File: config.mk
export PLATFORM = sky130hd
export DESIGN_NAME = apb_pwm_mc_flat
export DESIGN_NICKNAME = d
export VERILOG_FILES = /design/src/rtl/apb_pwm_pkg.sv /design/src/rtl/apb_pwm_mc_if.sv /design/src/rtl/apb_pwm_mc_channel.sv /design/src/rtl/apb_pwm_mc.sv /design/src/flat_wrapper.sv
export SDC_FILE = /design/constraint.sdc
export NUM_CORES = 1
export LEC_CHECK = 0
export ABC_CLOCK_PERIOD_IN_PS = 3290
export CORE_ASPECT_RATIO = 2
export CORE_MARGIN = 3
export CORE_UTILIZATION = 50
export DETAILED_ROUTE_END_ITERATION = 8
export PLACE_DENSITY = 0.75
export SYNTH_ARGS = -nofsm -noshare
export SYNTH_HDL_FRONTEND = slang
export SYNTH_SLANG_ARGS = --single-unit
File: constraint.sdc
create_clock -name PCLK -period 3.29 [get_ports PCLK]
set_clock_uncertainty 0.15 [all_clocks]
set_input_delay 0.658 -clock PCLK [delete_from_list [all_inputs] [get_ports PCLK]]
set_output_delay 0.658 -clock PCLK [all_outputs]
set_load 0.02 [all_outputs]
File: src/rtl/apb_pwm_pkg.sv
// Shared register map and CTRL field layout for the APB multi-channel PWM.
package apb_pwm_pkg;

  // Word offsets on PADDR[19:2]
  localparam logic [17:0] ADDR_CTRL     = 18'h00;
  localparam logic [17:0] ADDR_PRE      = 18'h01;
  localparam logic [17:0] ADDR_PERIOD   = 18'h02;
  localparam logic [17:0] ADDR_STATUS   = 18'h03;
  localparam logic [17:0] ADDR_IM       = 18'h04;
  localparam logic [17:0] ADDR_CMP_BASE = 18'h10;

  // CTRL bit positions
  localparam int CTRL_EN       = 0;
  localparam int CTRL_ONESHOT  = 1;
  localparam int CTRL_CHEN_LSB = 8;
  localparam int CTRL_POL_LSB  = 16;

  // Value returned for any word that is not mapped
  localparam logic [31:0] RD_DEFAULT = 32'hDEAD_BEEF;

endpackage

File: src/rtl/apb_pwm_mc_if.sv
// APB slave bus bundle for the PWM block (word-addressed, no wait states).
interface apb_pwm_mc_if;
  logic        PSEL;
  logic        PENABLE;
  logic        PWRITE;
  logic [19:2] PADDR;
  logic [31:0] PWDATA;
  logic [31:0] PRDATA;
  logic        PREADY;

  modport master (
    output PSEL, PENABLE, PWRITE, PADDR, PWDATA,
    input  PRDATA, PREADY
  );

  modport slave (
    input  PSEL, PENABLE, PWRITE, PADDR, PWDATA,
    output PRDATA, PREADY
  );
endinterface

File: src/rtl/apb_pwm_mc_channel.sv
// One PWM channel: shadowed compare value, comparator against the shared
// counter, polarity inversion and the registered output.
module pwm_channel
  import apb_pwm_pkg::*;
#(
  parameter int CW = 16
) (
  input  logic          clk,
  input  logic          rst,
  input  logic          cmp_wr,
  input  logic [CW-1:0] cmp_wdata,
  input  logic          load,
  input  logic          enable,
  input  logic          pol,
  input  logic [CW-1:0] cnt,
  output logic [CW-1:0] cmp_shadow,
  output logic          pwm_out
);

  logic [CW-1:0] cmp_active;
  logic          raw_p0;
  logic          pwm_p1;

  // Bus writes land in the shadow; the comparator only sees the active copy,
  // which is refreshed at a period boundary (or continuously while stopped)
  always_ff @(posedge clk) begin
    if (rst) begin
      cmp_shadow <= '0;
      cmp_active <= '0;
    end else begin
      if (cmp_wr) cmp_shadow <= cmp_wdata;
      if (load)   cmp_active <= cmp_shadow;
    end
  end

  assign raw_p0 = enable && (cnt < cmp_active);

  // Stage p0 -> p1: output flop, one cycle behind the counter
  always_ff @(posedge clk) begin
    if (rst) pwm_p1 <= 1'b0;
    else     pwm_p1 <= raw_p0 ^ pol;
  end

  assign pwm_out = pwm_p1;

endmodule

File: src/rtl/apb_pwm_mc.sv
// APB-programmable PWM with a shared prescaler/counter, NCH compare channels,
// sticky wrap status with write-1-to-clear and a maskable level interrupt.
module apb_pwm_mc #(
  parameter int NCH = 4,
  parameter int CW  = 16
) (
  input  logic           PCLK,
  input  logic           PRESET,
  apb_pwm_mc_if.slave    apb,
  output logic [NCH-1:0] PWM_OUT,
  output logic           IRQ
);
  import apb_pwm_pkg::*;

  logic           wr;
  logic           wr_ctrl, wr_pre, wr_period, wr_status, wr_im;
  logic [NCH-1:0] wr_cmp;

  logic           en, oneshot;
  logic [NCH-1:0] ch_en, pol;
  logic [31:0]    pre, pcnt;
  logic [CW-1:0]  period, cnt;
  logic           wrap_st, im, irq_q;

  logic           tick, wrap;
  logic           en_nxt, st_nxt, im_nxt;
  logic [31:0]    prdata;
  logic [CW-1:0]  cmp_shadow [NCH];

  assign wr        = apb.PSEL & apb.PWRITE & apb.PENABLE;
  assign wr_ctrl   = wr && (apb.PADDR == ADDR_CTRL);
  assign wr_pre    = wr && (apb.PADDR == ADDR_PRE);
  assign wr_period = wr && (apb.PADDR == ADDR_PERIOD);
  assign wr_status = wr && (apb.PADDR == ADDR_STATUS);
  assign wr_im     = wr && (apb.PADDR == ADDR_IM);

  assign tick = en && (pcnt == pre);
  // A counter above a freshly shrunk PERIOD never matches it, so the
  // natural rollover at 2^CW-1 produces no wrap event
  assign wrap = tick && (cnt == period);

  // Next-state of EN, sticky WRAP and IM; a CTRL write beats the one-shot
  // stop and a wrap beats a simultaneous clear
  always_comb begin
    en_nxt = en;
    st_nxt = wrap_st;
    im_nxt = im;
    if (wr_ctrl)               en_nxt = apb.PWDATA[CTRL_EN];
    else if (wrap && oneshot)  en_nxt = 1'b0;
    if (wrap)                          st_nxt = 1'b1;
    else if (wr_status && apb.PWDATA[0]) st_nxt = 1'b0;
    if (wr_im) im_nxt = apb.PWDATA[0];
  end

  // Register file and interrupt flop; IRQ follows the updated status/mask
  always_ff @(posedge PCLK) begin
    if (PRESET) begin
      en      <= 1'b0;
      oneshot <= 1'b0;
      ch_en   <= '0;
      pol     <= '0;
      pre     <= '0;
      period  <= '0;
      wrap_st <= 1'b0;
      im      <= 1'b0;
      irq_q   <= 1'b0;
    end else begin
      en      <= en_nxt;
      wrap_st <= st_nxt;
      im      <= im_nxt;
      irq_q   <= st_nxt & im_nxt;
      if (wr_ctrl) begin
        oneshot <= apb.PWDATA[CTRL_ONESHOT];
        ch_en   <= apb.PWDATA[CTRL_CHEN_LSB +: NCH];
        pol     <= apb.PWDATA[CTRL_POL_LSB +: NCH];
      end
      if (wr_pre)    pre    <= apb.PWDATA;
      if (wr_period) period <= apb.PWDATA[CW-1:0];
    end
  end

  // Prescaler and period counter, both parked at zero while stopped
  always_ff @(posedge PCLK) begin
    if (PRESET || !en) begin
      pcnt <= '0;
      cnt  <= '0;
    end else if (tick) begin
      pcnt <= '0;
      cnt  <= (cnt == period) ? '0 : cnt + CW'(1);
    end else begin
      pcnt <= pcnt + 32'd1;
    end
  end

  for (genvar n = 0; n < NCH; n++) begin : g_ch
    assign wr_cmp[n] = wr && (apb.PADDR == ADDR_CMP_BASE + 18'(n));

    pwm_channel #(.CW(CW)) u_ch (
      .clk        (PCLK),
      .rst        (PRESET),
      .cmp_wr     (wr_cmp[n]),
      .cmp_wdata  (apb.PWDATA[CW-1:0]),
      .load       (wrap | ~en),
      .enable     (en & ch_en[n]),
      .pol        (pol[n]),
      .cnt        (cnt),
      .cmp_shadow (cmp_shadow[n]),
      .pwm_out    (PWM_OUT[n])
    );
  end

  // Side-effect-free read decode straight from PADDR
  always_comb begin
    prdata = RD_DEFAULT;
    case (apb.PADDR)
      ADDR_CTRL: begin
        prdata                         = '0;
        prdata[CTRL_EN]                = en;
        prdata[CTRL_ONESHOT]           = oneshot;
        prdata[CTRL_CHEN_LSB +: NCH]   = ch_en;
        prdata[CTRL_POL_LSB +: NCH]    = pol;
      end
      ADDR_PRE:    prdata = pre;
      ADDR_PERIOD: prdata = 32'(period);
      ADDR_STATUS: prdata = {31'd0, wrap_st};
      ADDR_IM:     prdata = {31'd0, im};
      default: begin
        for (int n = 0; n < NCH; n++) begin
          if (apb.PADDR == ADDR_CMP_BASE + 18'(n)) prdata = 32'(cmp_shadow[n]);
        end
      end
    endcase
  end

  assign apb.PRDATA = prdata;
  assign apb.PREADY = 1'b1;
  assign IRQ        = irq_q;

endmodule

File: src/flat_wrapper.sv
// flat-port wrapper written by rule: the top's interface ports become plain ports
module apb_pwm_mc_flat import apb_pwm_pkg::*;
#(
  parameter int NCH = 4,
  parameter int CW  = 16
)
  (PCLK, PRESET, PWM_OUT, IRQ, apb_PSEL, apb_PENABLE, apb_PWRITE, apb_PADDR, apb_PWDATA, apb_PRDATA, apb_PREADY);
  apb_pwm_mc_if apb_i ();
  input  logic PCLK;
  input  logic PRESET;
  output logic [NCH-1:0] PWM_OUT;
  output logic IRQ;
  input wire logic [$bits(apb_i.PSEL)-1:0] apb_PSEL;
  input wire logic [$bits(apb_i.PENABLE)-1:0] apb_PENABLE;
  input wire logic [$bits(apb_i.PWRITE)-1:0] apb_PWRITE;
  input wire logic [$bits(apb_i.PADDR)-1:0] apb_PADDR;
  input wire logic [$bits(apb_i.PWDATA)-1:0] apb_PWDATA;
  output wire logic [$bits(apb_i.PRDATA)-1:0] apb_PRDATA;
  output wire logic [$bits(apb_i.PREADY)-1:0] apb_PREADY;
  assign apb_i.PSEL = apb_PSEL;
  assign apb_i.PENABLE = apb_PENABLE;
  assign apb_i.PWRITE = apb_PWRITE;
  assign apb_i.PADDR = apb_PADDR;
  assign apb_i.PWDATA = apb_PWDATA;
  assign apb_PRDATA = apb_i.PRDATA;
  assign apb_PREADY = apb_i.PREADY;
  apb_pwm_mc #(.NCH(NCH), .CW(CW)) u_core (.PCLK(PCLK), .PRESET(PRESET), .apb(apb_i), .PWM_OUT(PWM_OUT), .IRQ(IRQ));
endmodule
==> flow_summary.toml <==
[floorplanning]
die_h_um = 225
io_pins = 93
dieWidth_um = 115
dieArea_mm2 = 0.0259
initial_utilization = 0.510
num_rows = 79
core-area_mm2 = 0.0234

[critical_path]
timing.rr.start = "u_core.pre[3]"
path_cells = "buf_6 > nor4_4 > buf_4 > nand4_1 > buf_6 > or2_4 > buf_4 > buf_12 > o22ai_1 > nor3b_4 > buf_6"
crit_slowest_cell = "or2_4"
cp.arrival_ns = 2.55
cp_max_fo = 7
critPathKind = "in2out"
reg2reg_slack_ns = 0.28
crit_path_end_kind = "output pin"
critPathBufInv = 6
worstPathRequired_ns = 2.48
critPathLaunchType = "primary input"
cp_common_cell = "buf_6"
r2r-end = "u_core.cnt[8]"
critPathTopFamily = "buffers and inverters"
reg2reg_depth = 6
max_stage_delay_ns = 0.31

[pwr]
p_comb_frac = 0.031
p_sw_frac = 0.213
p_leak_nw = 6.10
p_seq_frac = 0.497
peakVddDrop_mv = 0.394
clkPwrFrac = 0.471
internal-power_mw = 4.61
totalPowerFinal_mw = 5.86
cellPowerDensity_mw_per_mm2 = 395
switching_power_mw = 1.25

[final_layout]
fillers = 2000
design_area_mm2 = 0.0149
syn_to_final_growth_pct = 24.2
drive_above_1_share = 0.159
nNetsFinal = 1688
n_antenna_cell = 0

[hold_path]
whs_path_depth = 2
min_to = "u_core.period[2]"
hp-class = "in2reg"
hp-start = "PRESET"

[synth]
synth_ff_type = "dfxtp_1"
synth_nets = 1544
postSynthAreaPerCell_um2 = 8.38
synthArstFlopShare = 0
synth-edff-count = 0
yosysWarnings = 0
synth.distinct_cells = 58
seq_area_frac_synth = 0.404
syn_area_mm2 = 0.0120
syn_inst = 1427
synth_seq_cells = 241

[global_routing]
grt_max_degree = 102
grtUsageTotal = 0.322
grt_pass1_vias = 11100
grt_overflow = 0
antenna_found_initial = 0
grt_pass1_wl_um = 63300

[place]
dp_hpwl_um = 31900
post-place-ws_ns = -0.902
port_buffers = 91
placed_area_mm2 = 0.0138
gp_congestion = 0.988

[clocking]
htreeDepth = 1
clkSinkCount = 241
cts_buffers = 22
path_clk_slew_ns = 0.07
clkLatencyLatePin_ns = 0.53
clockBufferDepth = 3
cts_tree = "yes"
holdBufCountCts = 0
root_buffer = "clkbuf_16"

[timing]
period_needed_ns = 3.36
period_share = 1.02
timing.fmax_mhz = 298
hold_viol = 0
worst_pin_slew_ns = 0.688
fin_ws_ns = -0.0664
finalSetupViolations = 3
maxSlewHeadroom = 0.529
grt_setup_unrepaired = "yes"
slew_violations = 0

[routing]
finalWirelength_um = 42400
vias_per_cell = 6.02
drt-pass1-iter-count = 6
wire_per_inst_um = 22.7
drtIter0Drc = 899
antenna_left = 0
via_count = 11200
route.detailed.drc = 0

[job]
drv_cap = 0

[outcome]
status = "finished with violations"
violations = "setup timing"
[final cells by class]
type / count / area (µm²) / share of cell area
multi-input combinational: 1033 / 6830 / 0.460
sequential: 241 / 4820 / 0.325
timing repair buffer: 203 / 1820 / 0.122
clock buffer: 25 / 603 / 0.0406
tap: 283 / 354 / 0.0238
inverter: 70 / 263 / 0.0177
clock inverter: 11 / 159 / 0.0107
[routing by layer]
| metal | vias to the layer above | share of wire | routed length [µm] | global-route usage |
|---|---|---|---|---|
| met5 | - | 0 | 0 | 0 |
| met4 | 0 | 0.12 | 5160 | 0.321 |
| met3 | 216 | 0.053 | 2260 | 0.0452 |
| met2 | 476 | 0.49 | 20800 | 0.545 |
| met1 | 5323 | 0.33 | 14200 | 0.324 |
| li1 | 5210 | - | - | - |
[Yosys cell counts, types with 4 or more instances]
cell type,instances,area [µm²]
dfxtp_1,241,4820
nand2_1,194,728
nor2_1,170,638
a21oi_1,115,576
mux2i_1,103,1030
inv_1,70,263
clkbuf_1,63,236
ha_1,62,776
xor2_1,50,438
o21ai_0,48,240
xnor2_1,30,263
nand4_1,28,175
nand3_1,22,110
or4_1,17,128
nor3_1,16,80.1
o22ai_1,15,93.8
and3_1,13,81.3
nor4_1,12,75.1
a21o_1,10,75.1
o31ai_1,10,75.1
a211oi_1,9,67.6
buf_4,9,67.6
or2_2,9,56.3
buf_2,8,40.0
a222oi_1,7,70.1
nand2b_1,7,43.8
nor2b_1,7,43.8
or3_1,7,43.8
a221o_1,6,60.1
a22oi_1,6,45.0
and2_1,6,37.5
and4_1,6,52.6
o211ai_1,6,45.0
nor3b_1,5,37.5
a211o_1,4,35.0
[what timing repair did]
action                                 in CTS  in global routing
gates cloned                                1                  0
setup endpoints to repair                  32                 29
resized for setup                         192                 56
endpoints found under the hold margin       0                  0
buffers inserted                           14                  5
pin swaps                                  21                 13
[layout by cell type, fill, tap and decap left out, types with 7 or more instances in the layout]
cell	netlist	routed
clkbuf_16	0	23
clkbuf_2	0	14
xor2_1	50	50
o22ai_1	15	9
buf_2	8	16
a211oi_1	9	8
or4_1	17	16
nand3_1	22	22
buf_4	9	95
and3_1	13	13
a222oi_1	7	7
nor4_1	12	9
o31ai_1	10	10
nand4_1	28	28
buf_12	0	15
mux2i_1	103	103
nor2_1	170	167
dfxtp_1	241	241
or3_1	7	7
clkdlybuf4s50_1	0	40
o21ai_0	48	47
a21o_1	10	10
nand2_1	194	187
a21oi_1	115	115
buf_6	2	15
inv_1	70	70
ha_1	62	62
nor3_1	16	11
xnor2_1	30	30
[state kept, by name, indices dropped and copies added (netlist names), 4 cells and up]
signal / count
u_core.ch_en: 4
u_core.cnt: 16
u_core.g_ch.u_ch.cmp_active: 64
u_core.g_ch.u_ch.cmp_shadow: 64
u_core.g_ch.u_ch.pwm_out: 4
u_core.pcnt: 32
u_core.period: 16
u_core.pol: 4
u_core.pre: 32
[through the flow]
stage               hold slack (ns)  instances   util  setup TNS (ns)
floorplan                     0.290       1427      -               0
global placement              0.309       1812  0.588          -21.46
detailed placement            0.314       1812  0.588          -22.65
CTS                           0.301       1861  0.629         -0.0864
global route                  0.329       1866  0.634          -0.577
finish                        0.325       1866  0.634          -0.136
[cell families after synthesis]
family | Yosys count | synth area share
and+or+nand+nor | 531 | 0.204
AOI/OAI and AO/OA | 254 | 0.128
DFF | 241 | 0.404
buffers and inverters | 154 | 0.0533
muxes | 104 | 0.0872
xor gates and xnor gates | 80 | 0.0586
adders and majority gates | 62 | 0.0649
other | 1 | 0.000314
[power groups by stage]
stage	Sequential (mW)	Clock, mW	Combinational (mW)
global route	2.91	2.88	0.192
detailed placement	2.98	0	0.179
finish	2.92	2.76	0.183
global placement	2.98	0	0.178
CTS	2.92	2.79	0.176
floorplan	2.98	0	0.0539
[worst max path at each step]
| stage | end | depth (start not counted) | slack, ns | from |
|---|---|---|---|---|
| finish | apb_PRDATA[10] | 11 | -0.07 | apb_PADDR[7] |
| global route | apb_PRDATA[10] | 12 | -0.14 | apb_PADDR[7] |
| CTS | apb_PRDATA[10] | 12 | -0.05 | apb_PADDR[9] |
| detailed placement | apb_PRDATA[10] | 10 | -0.90 | apb_PADDR[8] |
| global placement | apb_PRDATA[12] | 8 | -0.84 | apb_PADDR[8] |
| floorplan | apb_PRDATA[12] | 9 | 0.005 | apb_PADDR[0] |
No activity file was read; power rests on OpenSTA's default activity.
